File: config.mk
export PLATFORM = sky130hd
export DESIGN_NAME = gpio_in_debounce
export DESIGN_NICKNAME = d
export VERILOG_FILES = /design/src/rtl/gpio_in_debounce.sv
export SDC_FILE = /design/constraint.sdc
export NUM_CORES = 1
export LEC_CHECK = 0
export BUFFER_PORTS_ARGS = -buffer_cell sky130_fd_sc_hd__buf_2
export CORE_AREA = 2 2 122 124
export CTS_CLUSTER_DIAMETER = 200
export DETAILED_ROUTE_END_ITERATION = 10
export DIE_AREA = 0 0 124 126
export PLACE_DENSITY = 0.58
export SKIP_LAST_GASP = 1
export SLEW_MARGIN = 5
export SYNTH_ARGS = -nofsm -noshare
export SYNTH_HDL_FRONTEND = slang
export SYNTH_SLANG_ARGS = --single-unit
File: constraint.sdc
create_clock -name clk -period 2.5 [get_ports clk]
set_input_delay 0.625 -clock clk [delete_from_list [all_inputs] [get_ports clk]]
set_output_delay 0.625 -clock clk [all_outputs]
set_load 0.005 [all_outputs]
File: src/rtl/gpio_in_debounce.sv
// Pin conditioner: 2-flop synchroniser, prescaled debounce, rise/fall pulses.
// Sticky rising-edge flags are built only when GPIO_IN_EDGE_LATCH_EN is defined.
module gpio_in_debounce #(
  parameter int WIDTH      = 13,
  parameter int PRESCALE   = 1000,
  parameter int STABLE_CNT = 4
) (
  input  logic             clk,
  input  logic             rst_n,
  input  logic [WIDTH-1:0] pin_async,
  input  logic [WIDTH-1:0] edge_clr,
  output logic [WIDTH-1:0] pin_level,
  output logic [WIDTH-1:0] pin_rise,
  output logic [WIDTH-1:0] pin_fall,
  output logic [WIDTH-1:0] edge_flag
);

  localparam int PW = (PRESCALE > 1) ? $clog2(PRESCALE) : 1;
  localparam int CW = $clog2(STABLE_CNT + 1);
  localparam logic [PW-1:0] PRE_LAST = PW'(PRESCALE - 1);
  localparam logic [CW-1:0] CNT_LAST = CW'(STABLE_CNT - 1);

  logic [WIDTH-1:0] sync1, sync2;
  logic [PW-1:0]    pre_cnt;
  logic             tick;
  logic [CW-1:0]    stab_cnt   [WIDTH];
  logic [CW-1:0]    stab_cnt_d [WIDTH];
  logic [WIDTH-1:0] level_d, rise_d, fall_d;

  assign tick = (pre_cnt == PRE_LAST);

  always_ff @(posedge clk or negedge rst_n) begin
    if (!rst_n) begin
      sync1   <= '0;
      sync2   <= '0;
      pre_cnt <= '0;
    end else begin
      sync1   <= pin_async;
      sync2   <= sync1;
      pre_cnt <= tick ? '0 : pre_cnt + PW'(1);
    end
  end

  // A disagreeing sample counts up; any agreeing sample restarts the run.
  always_comb begin
    level_d = pin_level;
    rise_d  = '0;
    fall_d  = '0;
    for (int i = 0; i < WIDTH; i++) begin
      stab_cnt_d[i] = stab_cnt[i];
      if (tick) begin
        if (sync2[i] == pin_level[i]) begin
          stab_cnt_d[i] = '0;
        end else if (stab_cnt[i] == CNT_LAST) begin
          level_d[i]    = sync2[i];
          rise_d[i]     = sync2[i];
          fall_d[i]     = ~sync2[i];
          stab_cnt_d[i] = '0;
        end else begin
          stab_cnt_d[i] = stab_cnt[i] + CW'(1);
        end
      end
    end
  end

  always_ff @(posedge clk or negedge rst_n) begin
    if (!rst_n) begin
      pin_level <= '0;
      pin_rise  <= '0;
      pin_fall  <= '0;
      for (int i = 0; i < WIDTH; i++) stab_cnt[i] <= '0;
    end else begin
      pin_level <= level_d;
      pin_rise  <= rise_d;
      pin_fall  <= fall_d;
      for (int i = 0; i < WIDTH; i++) stab_cnt[i] <= stab_cnt_d[i];
    end
  end

`ifdef GPIO_IN_EDGE_LATCH_EN
  // Set takes priority over a same-cycle clear so no rise is ever lost.
  always_ff @(posedge clk or negedge rst_n) begin
    if (!rst_n) edge_flag <= '0;
    else        edge_flag <= (edge_flag & ~edge_clr) | rise_d;
  end
`else
  logic unused_edge_clr;
  assign unused_edge_clr = ^edge_clr;
  assign edge_flag       = '0;
`endif

endmodule
==> flow_summary.yaml <==
outcome:
  status: "complete, no violations"
final_layout:
  drive_gt1_share_pct: 28.8
  fillCellCount: 1320
  antenna_cells: 0
  area_growth_pct: 21.4
  design_area_um2: 5990
  stdcell_count: 650
  layout.nets: 495
  regArea_um2: 2850
  multi_input_area_um2: 1880
place:
  pre_cts_ws_ns: 0.407
  placed_cells: 618
  port_buffers: 53
  placed_cell_area_um2: 5400
  globalplace.congestion: 0.726
  hpwlAfterDp_um: 6070
global_route:
  grt_pass1_vias: 3123
  grt_max_degree: 65
  antenna_found_initial: 0
  grtUsageTotal_pct: 12.7
  grt_pass1_wl_um: 15200
  overflow: 0
floorplanning:
  rows: 44
  ioPinCount: 80
  fp.dieH_um: 126
  core_area_um2: 14300
  initial_core_util_pct: 34.5
  die-area_um2: 15600
  chipWidth_um: 124
setup_path:
  crit_path_end_kind: "flop"
  crit_start: "pre_cnt[0]"
  cp_max_fo: 18
  r2r_start: "pre_cnt[0]"
  r2r_cells: 5
  startpoint_type: "flop"
  cp_data_arrival_time_ns: 2.34
  critPathRequiredTime_ns: 2.76
  crit_type: "reg -> reg"
synthesis:
  synthMostInstantiatedCell: "dfrtp_1"
  synth-edff-count: 0
  synth_ff_type: "dfrtp_1"
  synth_cell_type_count: 38
  yosysWarnings: 0
  yosys-top-cells-area: "dfrtp_1 (58%), mux2_2 (5.9%), ha_1 (3.5%)"
  syn_inst: 383
  synth_top_cells_by_count: "dfrtp_1 (114), mux2_2 (26), nor2_1 (18), inv_1 (17)"
  ys_ff_latch: 114
  synth_top_area_share_pct: 57.8
  avgSynthCellArea_um2: 12.9
  seq_area_frac_synth_pct: 57.8
  synth_top_cell_by_area: "dfrtp_1"
  netlist_area_um2: 4940
  synthArstFlopShare_pct: 100
timing:
  skew_ns: 0.00744
  post-route-period-util_pct: 83.0
  max_freq_mhz: 482
  setup_slack_ns: 0.425
  hold_viol: 0
  grt_setup_unrepaired: "no"
  finalCriticalPeriod_ns: 2.08
  finalMaxSlewViolations: 0
  fin_setup_tns_ns: 0
  finalSetupViolations: 0
job:
  drv_cap: 0
routing:
  ant_nets: 0
  drc: 0
  drt_iter0_drc: 140
  wl_um: 9210
  wl_per_cell_um: 14.2
  drtPass1Iterations: 4
  vias: 3144
  vias_per_cell: 4.84
worst_hold_path:
  hold_path.class: "in -> async"
cts:
  cts-hold-fix-buffers: 0
  worstSkewPairLatency_ns: 0.41
  htreeDepth: 4
  cts_resized: 0
  clkSlewWorstSetupHoldPaths_ns: 0.06
  root_buffer: "clkbuf_16"
  cts_buffers: 17
  tritoncts: "yes"
  clkSinkCount: 114
  cts_buffer_depth: 2
  cts_setup_buffers: 0
pwr:
  p_per_area_nw_per_um2: 728
  p_leak_nw: 2.90
  max-vdd-ir-drop_v: 0.000333
[final timing paths]
check	end	slack, ns
min	pin_fall[11]	0.09
max in group asynchronous	stab_cnt[27]	1.69
max reg2reg	pin_fall[3]	0.42
max	pin_fall[3]	0.42
min reg2reg	sync2[4]	0.34
min in group clk	sync1[3]	0.32
[state kept, by name (all words and copies together) (netlist names)]
register	count
stab_cnt	39
pre_cnt	10
pin_level	13
pin_rise	13
sync1	13
pin_fall	13
sync2	13
[cell families after synthesis]
kind of cell	count (synthesis)	share of synthesized area (%)
and+or+nand+nor	119	17.0
DFF	114	57.8
AOI/OAI and AO/OA	50	7.73
buffers and inverters	43	5.09
muxes	26	5.93
xor gates and xnor gates	16	2.84
adders and majority gates	14	3.55
other	1	0.0760
[worst max-delay path: stages (launching register included)]
cell	delay, ns
dfrtp_1	0.38
ha_1	0.27
nand2_1	0.10
or4_1	0.50
buf_4	0.27
nor4b_1	0.43
[cells in the final DEF, fill, tap and decap left out, types with 2 or more instances in the layout]
cell type	instances
nand2b_1	15
o31ai_1	15
nand3_1	4
nor4b_4	6
or3_1	4
nor4_2	3
inv_1	17
conb_1	13
xor2_1	2
nor2_1	18
dfrtp_1	114
buf_2	52
xnor2_1	14
a21oi_1	2
ha_1	14
clkinvlp_4	5
o21ai_0	4
mux2_2	26
nor2b_1	15
clkinv_4	2
nor3b_1	11
nor4_1	11
bufinv_16	3
nor4b_1	6
buf_4	12
nor3_1	14
clkbuf_16	17
o31a_1	2
nand4_1	2
nand2_1	3
clkinv_2	4
o21a_1	13
o41ai_1	13
[metal layers]
layer | track usage, % | up-vias | routed length [um] | share of wire, %
li1 | - | 1488 | - | -
met2 | 20.3 | 68 | 4570 | 50
met5 | 0 | - | 0 | 0
met1 | 15.8 | 1577 | 4110 | 45
met3 | 4.12 | 11 | 414 | 4.5
met4 | 5.35 | 0 | 112 | 1.2
[power breakdown]
group / total (mW) / internal, mW / switching, mW
logic: 0.0856 / 0.0246 / 0.0610
registers: 1.88 / 1.87 / 0.0161
clock network: 2.39 / 1.56 / 0.836
[through the flow]
stage | power, mW | utilization, % | hold slack [ns]
floorplan | 1.96 | - | 0.329
global placement | 2.00 | 37.7 | 0.333
detailed placement | 2.01 | 37.7 | 0.336
CTS | 4.42 | 41.9 | 0.0862
global route | 4.53 | 41.9 | 0.0988
finish | 4.36 | 41.9 | 0.0925
[final cells by class]
| cell class | instances | area share (%) |
|---|---|---|
| clock buffer | 18 | 7.16 |
| clock inverter | 14 | 2.76 |
| timing repair buffer | 65 | 6.18 |
| tap | 184 | 3.84 |
| inverter | 17 | 1.06 |
| multi-input combinational | 238 | 31.4 |
| sequential | 114 | 47.6 |
No activity file was read; power rests on OpenSTA's default activity.
